File: config.mk
export PLATFORM = sky130hd
export DESIGN_NAME = apply_force_array
export DESIGN_NICKNAME = d
export VERILOG_FILES = /design/src/rtl/apply_force_array.sv
export SDC_FILE = /design/constraint.sdc
export NUM_CORES = 2
export LEC_CHECK = 0
export CAP_MARGIN = 20
export CORE_MARGIN = 1
export CORE_UTILIZATION = 55
export CTS_CLUSTER_SIZE = 16
export DETAILED_ROUTE_END_ITERATION = 7
export DONT_BUFFER_PORTS = 1
export GPL_TIMING_DRIVEN = 0
export HOLD_SLACK_MARGIN = 0.06
export PLACE_DENSITY = 0.75
export SKIP_CTS_REPAIR_TIMING = 1
export SYNTH_ARGS = -nofsm -noshare
export SYNTH_HDL_FRONTEND = slang
export SYNTH_SLANG_ARGS = --single-unit
File: constraint.sdc
create_clock -name clk -period 24.1 [get_ports clk]
set_clock_uncertainty 0.15 [all_clocks]
set_input_delay 4.82 -clock clk [delete_from_list [all_inputs] [get_ports clk]]
set_output_delay 4.82 -clock clk [all_outputs]
set_load 0.005 [all_outputs]
File: src/rtl/apply_force_array.sv
// Multi-channel force-to-duty converter sharing one 64-bit restoring divider.
// Define APPLY_FORCE_SLEW_EN to rate-limit each duty update by SLEW_STEP.
module apply_force_array #(
  parameter int CHANNELS           = 2,
  parameter int WIDTH              = 32,
  parameter int FORCE_LIMIT        = 27,
  parameter int FRICTION_SLOPE     = 362361,
  parameter int FRICTION_INTERCEPT = 8,
  parameter int STATIC_FRICTION    = 4,
  parameter int FULL_FORCE         = 29,
  parameter int CLK_HZ             = 50000000,
  parameter int PPR                = 400,
  parameter int GAIN_NUM           = 60,
  parameter int GAIN_DEN           = 98,
  parameter int DUTY_MAX           = 524287,
  parameter int SLEW_STEP          = 65536
) (
  input  logic                      clk,
  input  logic                      rst,
  input  logic                      start,
  input  logic [CHANNELS*WIDTH-1:0] f_newtons,
  input  logic [CHANNELS*WIDTH-1:0] period,
  output logic                      busy,
  output logic                      done,
  output logic [CHANNELS*WIDTH-1:0] duty_cycle,
  output logic [CHANNELS-1:0]       sat
);

  localparam int CW = (CHANNELS > 1) ? $clog2(CHANNELS) : 1;
  localparam logic [WIDTH-1:0] PERIOD_MAX = {1'b0, {(WIDTH-1){1'b1}}};
  localparam logic [63:0] FULL_NUM = 64'(CLK_HZ) * 64'd60;
  localparam logic signed [63:0] C_FL = 64'(FORCE_LIMIT);
  localparam logic signed [63:0] C_FI = 64'(FRICTION_INTERCEPT);
  localparam logic signed [63:0] C_SF = 64'(STATIC_FRICTION);
  localparam logic signed [63:0] C_FF = 64'(FULL_FORCE);
  localparam logic signed [63:0] C_DM = 64'(DUTY_MAX);

  typedef enum logic [2:0] {
    S_IDLE, S_PREP, S_DIV_FRIC, S_FORCE,
    S_DIV_FULL, S_DIV_DUTY, S_STORE, S_DONE
  } state_t;

  state_t r_state, w_next;

  logic [6:0]  r_cnt;
  logic        w_div, w_last;
  logic [CW-1:0] r_ch;
  logic        w_last_ch;

  logic [CHANNELS*WIDTH-1:0] r_fsnap, r_psnap, r_duty;
  logic [CHANNELS-1:0]       r_sat;

  logic signed [WIDTH-1:0] w_fsel, w_psel;
  logic w_pstop;

  logic signed [63:0] r_f, r_fuse, r_fullf;
  logic signed [63:0] w_kin, w_fric, w_freq, w_fuse;
  logic signed [63:0] w_fullf, w_fmag, w_mag, w_dfull, w_duty;
  logic r_stop, r_neg, r_fsat, w_fsat, w_dsat;

  logic [63:0] r_pabs, r_rem, r_quo, r_dvs, w_dvd, w_dvs;
  logic [64:0] w_shift, w_diff;

  assign w_div = (r_state == S_DIV_FRIC) || (r_state == S_DIV_FULL) ||
                 (r_state == S_DIV_DUTY);
  assign w_last    = (r_cnt == 7'd64);
  assign w_last_ch = (r_ch == CW'(CHANNELS - 1));

  always_ff @(posedge clk) begin
    if (rst) r_state <= S_IDLE;
    else     r_state <= w_next;
  end

  always_comb begin
    w_next = r_state;
    unique case (r_state)
      S_IDLE:     if (start) w_next = S_PREP;
      S_PREP:     w_next = S_DIV_FRIC;
      S_DIV_FRIC: if (w_last) w_next = S_FORCE;
      S_FORCE:    w_next = S_DIV_FULL;
      S_DIV_FULL: if (w_last) w_next = S_DIV_DUTY;
      S_DIV_DUTY: if (w_last) w_next = S_STORE;
      S_STORE:    w_next = w_last_ch ? S_DONE : S_PREP;
      S_DONE:     w_next = S_IDLE;
      default:    w_next = S_IDLE;
    endcase
  end

  always_ff @(posedge clk) begin
    if (rst) begin
      r_cnt <= '0;
      r_ch  <= '0;
    end else begin
      r_cnt <= (w_div && !w_last) ? r_cnt + 7'd1 : 7'd0;
      if (r_state == S_IDLE && start) r_ch <= '0;
      else if (r_state == S_STORE && !w_last_ch) r_ch <= r_ch + CW'(1);
    end
  end

  always_comb begin
    w_fsel  = r_fsnap[int'(r_ch)*WIDTH +: WIDTH];
    w_psel  = r_psnap[int'(r_ch)*WIDTH +: WIDTH];
    w_pstop = (w_psel == '0) || (w_psel == PERIOD_MAX);
  end

  // Friction and force clamp, evaluated on the DIV_FRIC quotient
  always_comb begin
    w_kin = $signed(r_quo) - C_FI;
    if (r_stop) begin
      if (r_f > 64'sd0)      w_fric = -C_SF;
      else if (r_f < 64'sd0) w_fric = C_SF;
      else                   w_fric = 64'sd0;
    end else begin
      w_fric = r_neg ? -w_kin : w_kin;
    end
    w_freq = (r_f == 64'sd0) ? 64'sd0 : r_f - w_fric;
    w_fuse = w_freq;
    w_fsat = 1'b0;
    if (w_freq > C_FL) begin
      w_fuse = C_FL;
      w_fsat = 1'b1;
    end else if (w_freq < -C_FL) begin
      w_fuse = -C_FL;
      w_fsat = 1'b1;
    end
  end

  assign w_fullf = r_stop ? C_FF : C_FF - $signed(r_quo);
  assign w_fmag  = r_fuse[63] ? -r_fuse : r_fuse;

  // Unused quotients divide by 1 so latency never depends on data
  always_comb begin
    w_dvd = '0;
    w_dvs = 64'd1;
    unique case (r_state)
      S_DIV_FRIC: begin
        w_dvd = 64'(FRICTION_SLOPE);
        if (!r_stop) w_dvs = r_pabs;
      end
      S_DIV_FULL: begin
        w_dvd = FULL_NUM;
        if (!r_stop) w_dvs = r_pabs * 64'(PPR) * 64'd51;
      end
      S_DIV_DUTY: begin
        w_dvd = w_fmag * 64'(GAIN_NUM) * 64'(DUTY_MAX);
        if (r_fuse != 64'sd0 && w_fullf > 64'sd0)
          w_dvs = 64'(GAIN_DEN) * w_fullf;
      end
      default: ;
    endcase
  end

  assign w_shift = {r_rem, r_quo[63]};
  assign w_diff  = w_shift - {1'b0, r_dvs};

  always_ff @(posedge clk) begin
    if (w_div) begin
      if (r_cnt == 7'd0) begin
        r_rem <= '0;
        r_quo <= w_dvd;
        r_dvs <= w_dvs;
      end else if (!w_diff[64]) begin
        r_rem <= w_diff[63:0];
        r_quo <= {r_quo[62:0], 1'b1};
      end else begin
        r_rem <= w_shift[63:0];
        r_quo <= {r_quo[62:0], 1'b0};
      end
    end
  end

  always_ff @(posedge clk) begin
    if (r_state == S_IDLE && start) begin
      r_fsnap <= f_newtons;
      r_psnap <= period;
    end
    if (r_state == S_PREP) begin
      r_f    <= 64'(w_fsel);
      r_stop <= w_pstop;
      r_neg  <= w_psel[WIDTH-1];
      r_pabs <= w_psel[WIDTH-1] ? -(64'(w_psel)) : 64'(w_psel);
    end
    if (r_state == S_FORCE) begin
      r_fuse <= w_fuse;
      r_fsat <= w_fsat;
    end
    if (r_state == S_DIV_DUTY && r_cnt == 7'd0) r_fullf <= w_fullf;
  end

  always_comb begin
    w_mag  = 64'sd0;
    w_dsat = 1'b0;
    if (r_fuse == 64'sd0) begin
      w_mag = 64'sd0;
    end else if (r_fullf <= 64'sd0) begin
      w_mag  = C_DM;
      w_dsat = 1'b1;
    end else if (r_quo > 64'(DUTY_MAX)) begin
      w_mag  = C_DM;
      w_dsat = 1'b1;
    end else begin
      w_mag = $signed(r_quo);
    end
    w_dfull = r_fuse[63] ? -w_mag : w_mag;
  end

`ifdef APPLY_FORCE_SLEW_EN
  logic signed [WIDTH-1:0] w_dsel;
  logic signed [63:0]      w_prev;
  localparam logic signed [63:0] C_SS = 64'(SLEW_STEP);

  always_comb begin
    w_dsel = r_duty[int'(r_ch)*WIDTH +: WIDTH];
    w_prev = 64'(w_dsel);
    w_duty = w_dfull;
    if (w_dfull > w_prev + C_SS)      w_duty = w_prev + C_SS;
    else if (w_dfull < w_prev - C_SS) w_duty = w_prev - C_SS;
  end
`else
  assign w_duty = w_dfull;
`endif

  always_ff @(posedge clk) begin
    if (rst) begin
      r_duty <= '0;
      r_sat  <= '0;
    end else if (r_state == S_STORE) begin
      r_duty[int'(r_ch)*WIDTH +: WIDTH] <= w_duty[WIDTH-1:0];
      r_sat[r_ch] <= r_fsat | w_dsat;
    end
  end

  assign busy       = (r_state != S_IDLE) && (r_state != S_DONE);
  assign done       = (r_state == S_DONE);
  assign duty_cycle = r_duty;
  assign sat        = r_sat;

endmodule

==> results.md <==
- Clock Path Buffers: 3
- Non-filler cells, final: 11.5k
- Root Driver: clkbuf_16
- Status: completed
- Synth Instances: 9241
- Delay-heaviest family, CP: adder cells
- Pre-antenna DRT Iters: 8
- Multi-input gate area: 0.0598 mm²
- Reg area: 0.0180 mm²
- I/O pin total: 199
- Final setup viols: 0
- Gr usage total: 0.326
- CTS Buf Count: 70
- Vias in the first global route: 67.6k
- # DRC: 0
- Worst hold-check path type: flop to flop
- Count leader, synth: inv_1
- IO buf count: 0
- Nets: 11.4k
- CP endpoint kind: flop
- CP most frequent cell: fa_1
- Hold Path Cell Cnt: 1
- Post-synthesis async set-or-reset flop share: 0
- Initial core utilization: 0.553
- Final Max Slew Viols: 0
- Post-synthesis sequential area ratio: 0.211
- Hold_ws: 341 ps
- Worst Setup SP: r_fuse[63]
- Ys flop type: edfxtp_1
- DRT antenna net count: 0
- Rows: 144
- WP depth: 48
- DP Cell Count: 11.3k
- GP Congestion: 1.04
- Tcrit/Tclk final: 0.721
- Top post-synthesis cells by count: inv_1 (1759), ha_1 (986), fa_1 (854), edfxtp_1 (547), xnor2_1 (545)
- Post-synth top area share: 0.201
- Worst setup SP type: flop
- WP data arrival: 17770 ps
- Yosys reg bits: 624
- Synth top area cells: fa_1 (20%), edfxtp_1 (19%), ha_1 (14%)
- Critical Path Sink: r_quo[63]
- Number of flops mapped to enable cells by yosys: 547
- First-pass GRT wire length: 394 mm
- CTS HTree Levels: 3
- Period minus WS final: 17370 ps
- Yosys top cell by area: fa_1
- Flop2flop setup slack: 6730 ps
- Worst-path fanout max: 10
- Initial antenna violation count: 24
- Die Area: 0.156 mm²
- WL final: 257 mm
- Fmax: 57.6 MHz
- Area growth syn-to-layout: 6.68%
- Layout cells sized above 1: 0.0311
- Kind of critical path: flop to flop
- Yosys cell types: 100
- Die width: 395 µm
- GRT overflow: 0
- Largest net degree at the start of global routing: 66
- Warning count from the yosys run: 0
- CTS tree: yes
- Insertion delay of the later-clocked pin in the worst-skew pair: 710 ps
- Reg2reg end: r_quo[63]
- Max-cap check violation count: 0
- TNS Setup: 0 ps
- Slowest CP cell: buf_1
- Place WS: 7030 ps
- Cell Area, Synth: 0.0852 mm²
- WL/cell: 22.4 µm
- Clock sink count: 624
- DR vias/cell: 5.92
- Vias: 68.1k
- Final hold vios: 0
- Worst setup margin: 6730 ps
- Initial drt markers: 6945
- Unrepaired setup endpoints after global routing: no
- Die H: 395 µm
- Fill count: 13.3k
- Core area: 0.154 mm²
- Buffers and inverters on the worst path: 10
- Critical Path RT: 24500 ps
- Detailed Place HPWL: 218 mm
- Cells on worst reg2reg path: 48
- Slew margin rel.: 0.158
- Syn_area_per_cell: 9.22 µm²
- Largest stage delay, worst path: 860 ps
- Clock slew at reported path FFs: 70 ps
- Slew @ Worst Pin: 1250 ps
- Worst reg2reg startpoint: r_fuse[63]
==> cells in the final DEF (no fill, tap or decap), drive strengths merged, types with 261 or more instances in the layout <==
cell | synthesis | layout
edfxtp | 547 | 547
nand2 | 437 | 437
xnor2 | 545 | 545
inv | 1760 | 1769
xor2 | 261 | 261
a21oi | 533 | 533
fa | 854 | 854
o21ai | 432 | 432
nor2 | 537 | 537
a21o | 294 | 294
clkbuf | 228 | 314
ha | 986 | 986
==> flip-flops by register name, summed over array words and instances, names as in the netlist, 64 cells and up <==
name        count
duty_cycle     64
r_pabs         64
r_rem          64
r_fullf        64
r_psnap        64
r_quo          64
r_fsnap        64
r_fuse         64
r_dvs          64
==> final cells by class <==
type                            instances  share of cell area
Multi-Input combinational cell       6631               0.658
Sequential cell                       624               0.198
Inverter                             1762              0.0729
Tap cell                             2044              0.0281
Clock buffer                           86              0.0206
Buffer                                254              0.0109
Clock inverter                         43             0.00620
Timing Repair Buffer                   39             0.00537
Antenna cell                           16            0.000441
==> worst min path at each step <==
| stage | startpoint | end | slack, ps |
|---|---|---|---|
| floorplan | r_cnt[0] | r_cnt[0] | 280 |
| CTS | r_cnt[0] | r_cnt[0] | 340 |
| detailed placement | r_cnt[0] | r_cnt[0] | 320 |
| global placement | r_cnt[0] | r_cnt[0] | 290 |
| finish | r_cnt[0] | r_cnt[0] | 340 |
| global route | duty_cycle[27] | duty_cycle[27] | 370 |
==> per-layer routing <==
metal / vias up / global-route usage / routed length [µm]
li1: 31398 / - / -
met1: 33207 / 0.430 / 105000
met5: - / 0 / 41
met2: 2838 / 0.525 / 118000
met3: 615 / 0.0479 / 19200
met4: 8 / 0.157 / 14800
==> per-stage QoR <==
stage,instance area [µm²],utilization
6_report,90900,0.590
4_1_cts,90800,0.590
2_1_floorplan,85300,-
3_5_place_dp,88300,0.574
5_1_grt,90800,0.590
3_3_place_gp,87800,0.571
==> cell families (layout without fill, tap and decap cells) <==
| family | count (synthesis) | after routing | share of synthesized area |
|---|---|---|---|
| compound gates | 1892 | 1892 | 0.141 |
| xor+xnor | 807 | 807 | 0.0832 |
| fa+ha+maj | 1844 | 1844 | 0.346 |
| buf+inv | 2016 | 2184 | 0.0893 |
| flops | 624 | 624 | 0.211 |
| mux | 126 | 126 | 0.0153 |
| other cells | 1 | 47 | 0.0000440 |
| simple gates | 1931 | 1931 | 0.114 |
Power is left out: the tool's default activity adds up to more than one toggle a clock period on the data nets, which glitch-free logic cannot reach.
